**src/rtl/cpu_pkg.sv**
```systemverilog
// Shared CPU definitions: fetch FSM state encoding, instruction width and PC step.
// Latency: none (declarations only).
// Backpressure: none (declarations only).
package cpu_pkg;

    localparam int          ILEN   = 32;
    localparam logic [31:0] PC_INC = 32'd4;

    typedef enum logic [1:0] {
        IDLE = 2'd0,
        REQ  = 2'd1,
        WAIT = 2'd2
    } fetch_state_t;

    // Force an address onto a word boundary.
    function automatic logic [31:0] word_align(input logic [31:0] addr);
        return addr & ~32'd3;
    endfunction

endpackage

```
**src/rtl/fetch_stage.sv**
```systemverilog
// Instruction fetch: one outstanding imem request, registered instruction to decode.
// Latency: grant edge to instrValid equals memory response latency; peak 1 instr / 2 cycles.
// Backpressure: no request while holding an unconsumed stalled instruction; redirect beats stall.
module fetch_stage
    import cpu_pkg::*;
#(
    parameter logic [31:0] RESET_PC = 32'h0000_0000
) (
    input  logic             clk,
    input  logic             rst,
    output logic             imemReq,
    output logic [31:0]      imemAddr,
    input  logic             imemGnt,
    input  logic             imemRvalid,
    input  logic [ILEN-1:0]  imemRdata,
    output logic [ILEN-1:0]  instruction,
    output logic [31:0]      instructionPc,
    output logic             instrValid,
    input  logic             stall,
    input  logic             redirectValid,
    input  logic [31:0]      redirectPc
);

    fetch_state_t state, state_nxt;

    logic [31:0] pc;
    logic [31:0] fetch_pc;
    logic        drop;

    logic room;
    logic grant;
    logic redirect_act;
    logic load;

    // Room in the output register: empty, or being drained this cycle.
    assign room         = !instrValid || !stall;
    assign grant        = imemReq && imemGnt;
    // Redirects are meaningless before the first fetch has been armed.
    assign redirect_act = redirectValid && (state != IDLE);
    // A response is kept only if it belongs to the current path.
    assign load         = (state == WAIT) && imemRvalid && !drop && !redirectValid;

    // State register.
    always_ff @(posedge clk or posedge rst) begin
        if (rst) begin
            state <= IDLE;
        end else begin
            state <= state_nxt;
        end
    end

    // Next-state logic: any response (kept or discarded) closes the outstanding request.
    always_comb begin
        state_nxt = state;
        case (state)
            IDLE:    state_nxt = REQ;
            REQ:     state_nxt = grant ? WAIT : REQ;
            WAIT:    state_nxt = imemRvalid ? REQ : WAIT;
            default: state_nxt = IDLE;
        endcase
    end

    // Request outputs: a redirect suppresses the request so the next one uses the new pc.
    always_comb begin
        imemReq  = (state == REQ) && room && !redirectValid;
        imemAddr = pc;
    end

    // Datapath: pc, in-flight address, drop flag and the decode-facing register.
    always_ff @(posedge clk or posedge rst) begin
        if (rst) begin
            pc            <= RESET_PC;
            fetch_pc      <= 32'h0;
            drop          <= 1'b0;
            instruction   <= '0;
            instructionPc <= 32'h0;
            instrValid    <= 1'b0;
        end else begin
            if (grant) begin
                fetch_pc <= pc;
            end

            if (redirect_act) begin
                pc <= word_align(redirectPc);
            end else if (load) begin
                pc <= fetch_pc + PC_INC;
            end

            // A redirect while waiting marks the in-flight response as stale.
            if (state == WAIT) begin
                if (imemRvalid) begin
                    drop <= 1'b0;
                end else if (redirectValid) begin
                    drop <= 1'b1;
                end
            end

            if (load) begin
                instruction   <= imemRdata;
                instructionPc <= fetch_pc;
            end

            if (redirect_act) begin
                instrValid <= 1'b0;
            end else if (load) begin
                instrValid <= 1'b1;
            end else if (instrValid && !stall) begin
                instrValid <= 1'b0;
            end
        end
    end

endmodule

```
**config.mk**
```make
export PLATFORM = sky130hd
export DESIGN_NAME = fetch_stage
export DESIGN_NICKNAME = d
export VERILOG_FILES = /design/src/rtl/cpu_pkg.sv /design/src/rtl/fetch_stage.sv
export SDC_FILE = /design/constraint.sdc
export NUM_CORES = 1
export LEC_CHECK = 0
export CELL_PAD_IN_SITES_DETAIL_PLACEMENT = 1
export CELL_PAD_IN_SITES_GLOBAL_PLACEMENT = 2
export CORE_MARGIN = 4
export CORE_UTILIZATION = 31
export DETAILED_ROUTE_END_ITERATION = 8
export PLACE_DENSITY = 0.92
export SLEW_MARGIN = 15
export SYNTH_ARGS = -nofsm -noshare
export SYNTH_HDL_FRONTEND = slang
export SYNTH_SLANG_ARGS = --single-unit
```
**constraint.sdc**
```tcl
create_clock -name clk -period 12 [get_ports clk]
set_clock_uncertainty 0.15 [all_clocks]
set_input_delay 3.6 -clock clk [delete_from_list [all_inputs] [get_ports clk]]
set_output_delay 3.6 -clock clk [all_outputs]
set_load 0.05 [all_outputs]
```
# [Word level (Yosys, flattened, before mapping)]
# Index checks and enable logic that the tools add are counted.
[totals] regBits=132 latchBits=0 ramBits=0 romBits=0 inputBits=70 mem_count=0
[classes] n_addsub=1 n_mul=0 div_mod_pow=0 n_lt_le_gt_ge=0 n_eq_ne=2 shifts=0 muxes=10 bitwise_logic=0 reduce_logical=19
[ops] op="32-bit two-way mux" count=2
[ops] op="32-bit by 3-bit adder with 32-bit output (second input constant)" count=1
[ops] op="1-bit logical AND" count=8
[ops] op="2-bit case mux with 3 select lines" count=1
[ops] op="2-bit nonzero test" count=3
[ops] op="1-bit two-way mux" count=5
[ops] op="1-bit logical NOT" count=4
[ops] op="2-bit two-way mux" count=2
[ops] op="3-bit nonzero test" count=1
[ops] op="2-bit by 1-bit equality test with 1-bit output (second input constant)" count=1
[ops] op="2-bit equality test (second input constant)" count=1
[ops] op="2-bit logical NOT" count=1
[ops] op="2-bit AND reduction" count=1
[ops] op="1-bit logical OR" count=1

# [Logic depth before layout (Yosys ltp)]
# Gate-level depths: netlist of the first run.
[depth] word_depth=7 ltp_mapped=7

# [Worst setup path after synthesis of the first run]
# OpenSTA, ideal clock, no wires.
[synth_timing] path_kind="in2out" from="input port redirectValid" to="output port imemReq" t_arrival_ps=4137 t_required_ps=8250 setup_slack_ps=4113 stages=2 path_buffers=0 path_cell_list="nor2_1 > and3_1"
[synth_between] elab_chain_len=2
[synth_rtl] element="from (decl)" line="fetch_stage.sv:20" rtl="input logic redirectValid,"
[synth_rtl] element="1-bit logical NOT" line="fetch_stage.sv:65" rtl="imemReq = (state == REQ) && room && !redirectValid;"
[synth_rtl] element="1-bit logical AND" line="fetch_stage.sv:65"
[synth_rtl] element="to (decl)" line="fetch_stage.sv:11" rtl="output logic imemReq,"
# No other way between the ends.

# [Worst setup path in the final report of the first run]
# Ends and elaborated chain as after synthesis.

==> results of run 1 <==
-- power groups by stage --
stage	combinational, mW	clock (mW)	sequential [mW]
global placement	0.925	0	0.762
finish	0.937	0.498	0.769
CTS	0.951	0.512	0.770
detailed placement	0.947	0	0.775
floorplan	0.250	0	1.11
global route	0.991	0.537	0.798
-- worst register-to-register path, delay by kind of cell (launching register included) --
family / cells / cell delay, ns
AND/OR/NAND/NOR: 1 / 1.02
AO/OA/AOI/OAI: 3 / 0.92
flip-flops: 1 / 0.44
-- flip-flops by register name (all words and copies together), names as in the netlist --
register	cells
fetch_pc	32
imemAddr	32
instructionPc	32
instruction	32
state	2
drop	1
instrValid	1
-- worst max-delay path by stage --
stage / start / endpoint / slack [ns] / cells past startpoint
after floorplan: redirectValid / imemReq / 4.11 / 2
after global placement: redirectValid / imemReq / 3.05 / 4
after detailed placement: redirectValid / imemReq / 3.03 / 4
after CTS: redirectValid / imemReq / 3.02 / 4
after global routing: redirectValid / imemReq / 2.97 / 4
final: redirectValid / imemReq / 3.04 / 4
-- logic make-up (layout without fill, tap and decap cells) --
kind of cell	Yosys count	count (layout)	share of synthesized area (%)
buf+inv	31	201	2.16
xor+xnor	28	28	4.33
compound gates	51	51	7.25
flops	132	132	58.3
mux	32	32	6.36
fa+ha+maj	1	1	0.221
simple gates	280	280	21.4
-- layout make-up --
class / count / share of cell area (%)
clock inverter: 10 / 1.35
multi-input combinational: 392 / 27.9
clock buffer: 21 / 5.57
timing repair buffer: 168 / 20.7
inverter: 2 / 0.155
sequential: 132 / 40.8
tap: 229 / 3.54
-- metal layers --
layer	global-route usage [%]	vias up	wire length, µm
met1	21.2	2348	7120
met5	0	-	0
met2	29.5	104	8650
met3	4.69	26	911
li1	-	2158	-
met4	6.40	0	355
-- cell usage in the layout (no fill, tap or decap), types with 3 or more instances in the layout --
master           Yosys  layout
nand4_1              6       6
o221ai_2             8       8
nor2_1              10       9
o221ai_1             4       4
nand3_1             11      11
clkinv_2             0       5
a221o_1              3       3
xor2_1              17      17
xnor2_1             11      11
dfrtp_1            132     132
buf_4                0       3
clkdlybuf4s50_1      0     165
o21ai_1              4       4
a22oi_1             16      16
clkbuf_16            0      17
mux2_2              32      32
o21ai_0             12      12
nand2_1            229     228
clkbuf_1            17       3
and3_1               7       7
-- through the flow --
step,hold WS [ns],setup WS [ns],instances
after floorplan,0.301,4.11,555
after global placement,0.309,3.05,923
after detailed placement,0.316,3.03,923
after CTS,0.332,3.02,954
after global routing,0.345,2.97,954
final,0.323,3.04,954
==> flow_metrics.env, run 1 <==
export IMPL_drive_above_1_share_pct=11.3
export IMPL_synth_main_ff_cell="dfrtp_1"
export IMPL_antenna_found_initial=0
export IMPL_wl_per_cell_um=17.9
export IMPL_wl_mm=17.0
export IMPL_critical_path_class="input pin to output port"
export IMPL_grt_max_degree=86
export IMPL_period_share_pct=74.7
export IMPL_root_buffer="clkbuf_16"
export IMPL_num_vias=4636
export IMPL_synth_edff_count=0
export IMPL_yosysWarnings=0
export IMPL_clk_insertion_delay_late_ns=0.41
export IMPL_relSlewSlack_pct=25.9
export IMPL_p_leak_nw=3.68
export IMPL_pin_count=168
export IMPL_critPathMostFrequentCell="clkdlybuf4s50_1"
export IMPL_crit_path_start_kind="input pin"
export IMPL_drcViolationCount=0
export IMPL_slew_viol_final=0
export IMPL_min_path_type="flop to flop"
export IMPL_place_area_mm2=0.00753
export IMPL_power_mw=2.20
export IMPL_firstDrtPassIters=4
export IMPL_synthesis_area_mm2=0.00566
export IMPL_cap_violations=0
export IMPL_rows=49
export IMPL_postCtsSetupBuffers=0
export IMPL_hold_viol=0
export IMPL_cts_path_max_buffers=2
export IMPL_r2r_slack_ns=9.39
export IMPL_cts_resized_gates=0
export IMPL_outcome="finished, final reports clean"
export IMPL_nets=784
export IMPL_fmax_mhz=112
export IMPL_fp_dieW_um=143
export IMPL_drt_iter0_drc=160
export IMPL_cts_clk_slew_worst_paths_ns=0.05
export IMPL_first_global_vias=5215
export IMPL_synth_distinct_cells=33
export IMPL_start_util_pct=31.5
export IMPL_power_switching_share_pct=43.3
export IMPL_cpPeakStageDelay_ns=0.81
export IMPL_clkPwrFrac_pct=22.6
export IMPL_overflow=0
export IMPL_combPwrFrac_pct=42.5
export IMPL_hold_path_depth=2
export IMPL_synth_top_area_share_pct=58.3
export IMPL_multiInputGateArea_mm2=0.00225
export IMPL_grt_usage_pct=17.4
export IMPL_place_gp_congestion=0.779
export IMPL_switchingPower_mw=0.955
export IMPL_ys_async_sr_fraction_pct=100
export IMPL_cp_data_arrival_time_ns=5.21
export IMPL_syn2layout_area_growth_pct=42.8
export IMPL_hp_start="instructionPc[30]$_DFFE_PP0P_"
export IMPL_crit_chain="clkdlybuf4s50_1 > nor2_1 > and3_1 > clkdlybuf4s50_1"
export IMPL_powerDensity_mw_per_mm2=273
export IMPL_hold_end="instructionPc[30]$_DFFE_PP0P_"
export IMPL_routed_via_density=4.86
export IMPL_critPathBufInv=2
export IMPL_postCtsHoldBufs=0
export IMPL_avgSynthCellArea_um2=10.2
export IMPL_min_period_ns=8.96
export IMPL_yosys_top_cells_count="nand2_1, dfrtp_1, mux2_2"
export IMPL_crit_family="buffers and inverters"
export IMPL_r2r_end="imemAddr[7]$_DFFE_PP0P_"
export IMPL_setup_violations=0
export IMPL_critPathCaptureType="output port"
export IMPL_antenna_cells=0
export IMPL_stdcell_area_mm2=0.00809
export IMPL_pwr_share_seq_pct=34.9
export IMPL_seq_area_mm2=0.00330
export IMPL_vdd_ir_drop_max_mv=0.133
export IMPL_p_int_mw=1.25
export IMPL_post_dp_hpwl_mm=11.4
export IMPL_numCtsBuffers=17
export IMPL_grt_pass1_wl_mm=27.8
export IMPL_tightest_slew_ns=1.11
export IMPL_reg2reg_depth=4
export IMPL_crit_path_top_delay_cell="clkdlybuf4s50_1"
export IMPL_synth_top_cell_by_area="dfrtp_1"
export IMPL_synth_seq_area_share_pct=58.3
export IMPL_synth_nets=626
export IMPL_fin_util_pct=45.0
export IMPL_final_setup_tns_ns=0
export IMPL_core_area_mm2=0.0180
export IMPL_dieArea_mm2=0.0205
export IMPL_rsz0062_at_grt="false"
export IMPL_port_buffer_count=165
export IMPL_worstPathRequired_ns=8.25
export IMPL_htreeDepth=4
export IMPL_synth_cells=555
export IMPL_fillers=1964
export IMPL_ant_nets=0
export IMPL_ys_ff_latch=132
export IMPL_crit_path_max_fanout=5
export IMPL_die_y_um=143
export IMPL_synth_most_common_cell="nand2_1"
export IMPL_cts_tree="done"
export IMPL_rr_startpoint="state[1]$_DFF_PP0_"
export IMPL_clock_sinks=132
export IMPL_synthTopCellsByArea="dfrtp_1, nand2_1, mux2_2, xor2_1, a22oi_1"
Note: power is estimated with default switching activity, not from simulation.
==> run 2: changes to the inputs <==
CORE_UTILIZATION = 29   (was 31)
PLACE_DENSITY = 0.87   (was 0.92)
clock period = 9.2 ns   (was 12 ns; I/O delays follow)
==> run 2 against run 1 <==
  * Critical path depth is the same
  * Clock power is 40% higher
  * Non-clock buffer count is 1 higher
  * Global-route usage down 1.2 points
  * Largest power group unchanged
  * Via count grew 0.24%
  * Flip-flop and latch count is the same
  * Sequential share of layout area down 0.46 points
  * Clock-buffer cell count increased by 3
  * Register-to-register slack worse by 2.6 ns
==> flow_metrics.env, run 2 (synthesis gave the netlist of run 1 again) <==
export IMPL_drive_above_1_share_pct=11.4
export IMPL_syn2layout_area_growth_pct=44.5
export IMPL_layout_common_cells="nand2_1, clkdlybuf4s50_1, dfrtp_1"
export IMPL_cts_path_max_buffers=2
export IMPL_grt_usage_pct=16.2
export IMPL_r2r_end="imemAddr[20]$_DFFE_PP0P_"
export IMPL_grt_busiest_layer="met2"
export IMPL_hp_start="instruction[18]$_DFFE_PP0P_"
export IMPL_gr_usage_met3_pct=4.87
export IMPL_critPathCaptureType="output port"
export IMPL_routed_via_density=4.71
export IMPL_grt_max_degree=77
export IMPL_grt_pass1_wl_mm=28.3
export IMPL_outcome="finished, final reports clean"
export IMPL_p_leak_nw=3.71
export IMPL_overflow=0
export IMPL_start_util_pct=29.9
export IMPL_place_gp_congestion=0.766
export IMPL_wl_mm=17.2
export IMPL_dieArea_mm2=0.0218
export IMPL_nets=785
export IMPL_rr_startpoint="fetch_pc[2]$_DFFE_PP0P_"
export IMPL_fp_dieW_um=148
export IMPL_final_common_cell="nand2_1"
export IMPL_pin_count=168
export IMPL_numCtsBuffers=17
export IMPL_vdd_ir_drop_max_mv=0.169
export IMPL_fmax_mhz=136
export IMPL_cts_resized_gates=0
export IMPL_hold_end="instruction[18]$_DFFE_PP0P_"
export IMPL_cap_violations=0
export IMPL_drcViolationCount=0
export IMPL_setup_violations=0
export IMPL_crit_path_start_kind="input pin"
export IMPL_wl_per_cell_um=17.4
export IMPL_r2r_slack_ns=6.76
export IMPL_die_y_um=148
export IMPL_stdcell_count=987
export IMPL_dpl_cell_count=955
export IMPL_tightest_slew_ns=1.11
export IMPL_rows=50
export IMPL_powerDensity_mw_per_mm2=358
export IMPL_clk_insertion_delay_late_ns=0.41
export IMPL_hold_path_depth=2
export IMPL_port_buffer_count=165
export IMPL_postCtsSetupBuffers=0
export IMPL_num_vias=4647
export IMPL_relSlewSlack_pct=26.1
export IMPL_fin_util_pct=43.2
export IMPL_cts_clk_slew_worst_paths_ns=0.05
export IMPL_core_area_mm2=0.0190
export IMPL_grtUsageMet1_pct=19.5
export IMPL_drt_iter0_drc=168
export IMPL_first_global_vias=5227
export IMPL_htreeDepth=4
export IMPL_worstPathRequired_ns=6.29
export IMPL_final_setup_tns_ns=0
export IMPL_stdcell_area_mm2=0.00818
export IMPL_reg2reg_depth=6
export IMPL_root_buffer="clkbuf_16"
export IMPL_post_dp_hpwl_mm=11.6
export IMPL_clock_sinks=132
export IMPL_critical_path_class="input pin to output port"
export IMPL_ant_nets=0
export IMPL_cts_tree="done"
export IMPL_postCtsHoldBufs=0
export IMPL_firstDrtPassIters=4
export IMPL_place_area_mm2=0.00758
export IMPL_min_path_type="flop to flop"
export IMPL_min_period_ns=7.33
export IMPL_rsz0062_at_grt="false"
export IMPL_hold_viol=0
export IMPL_cp_data_arrival_time_ns=4.42
export IMPL_slew_viol_final=0
export IMPL_use_met2_pct=28.7
export IMPL_antenna_cells=0
export IMPL_period_share_pct=79.6
export IMPL_crit_path_max_fanout=5
export IMPL_antenna_found_initial=0
-- run 2: cell types whose count changed in the layout (fill, tap and decap cells not counted) --
cell	previous run	this run
bufinv_16	2	3
buf_4	3	4
clkbuf_8	1	3
clkinv_2	5	2
clkbuf_1	3	4
-- run 2: power breakdown --
part	internal, mW	switching, mW	total [mW]
Combinational	0.439	0.785	1.22
Sequential	0.790	0.214	1.00
Clock	0.448	0.251	0.699
Total	1.68	1.25	2.93
-- run 2: per-layer routing --
metal  share of wire, %  wire length [µm]
met1                 42              7220
met2                 52              9010
met3                4.6               799
met4               0.97               166
met5                  0                 0
-- run 2: per-stage QoR --
step | setup slack, ns | power (mW) | hold slack [ns]
finish | 1.87 | 2.93 | 0.320
detailed placement | 1.89 | 2.25 | 0.311
floorplan | 2.76 | 1.78 | 0.301
CTS | 1.88 | 2.97 | 0.326
global placement | 1.90 | 2.20 | 0.308
global route | 1.82 | 3.08 | 0.357
-- run 2: critical path: stages --
cell	delay, ns
clkdlybuf4s50_1	0.50
nor2_1	0.12
and3_1	0.19
clkdlybuf4s50_1	0.84
-- run 2: worst max-delay path by stage --
stage / cells after the start / end / from
6_report: 4 / imemReq / redirectValid
5_1_grt: 4 / imemReq / redirectValid
4_1_cts: 4 / imemReq / redirectValid
3_5_place_dp: 4 / imemReq / redirectValid
3_3_place_gp: 4 / imemReq / redirectValid
2_1_floorplan: 1 / drop$_DFFE_PP0P_ / rst
-- run 2: final cells by class --
class,instances,area [µm²]
Inverter,2,12.5
Multi-Input combinational cell,392,2250
Clock inverter,8,124
Timing Repair Buffer,169,1680
Fill cell,2119,10800
Tap cell,260,325
Sequential cell,132,3300
Clock buffer,24,482
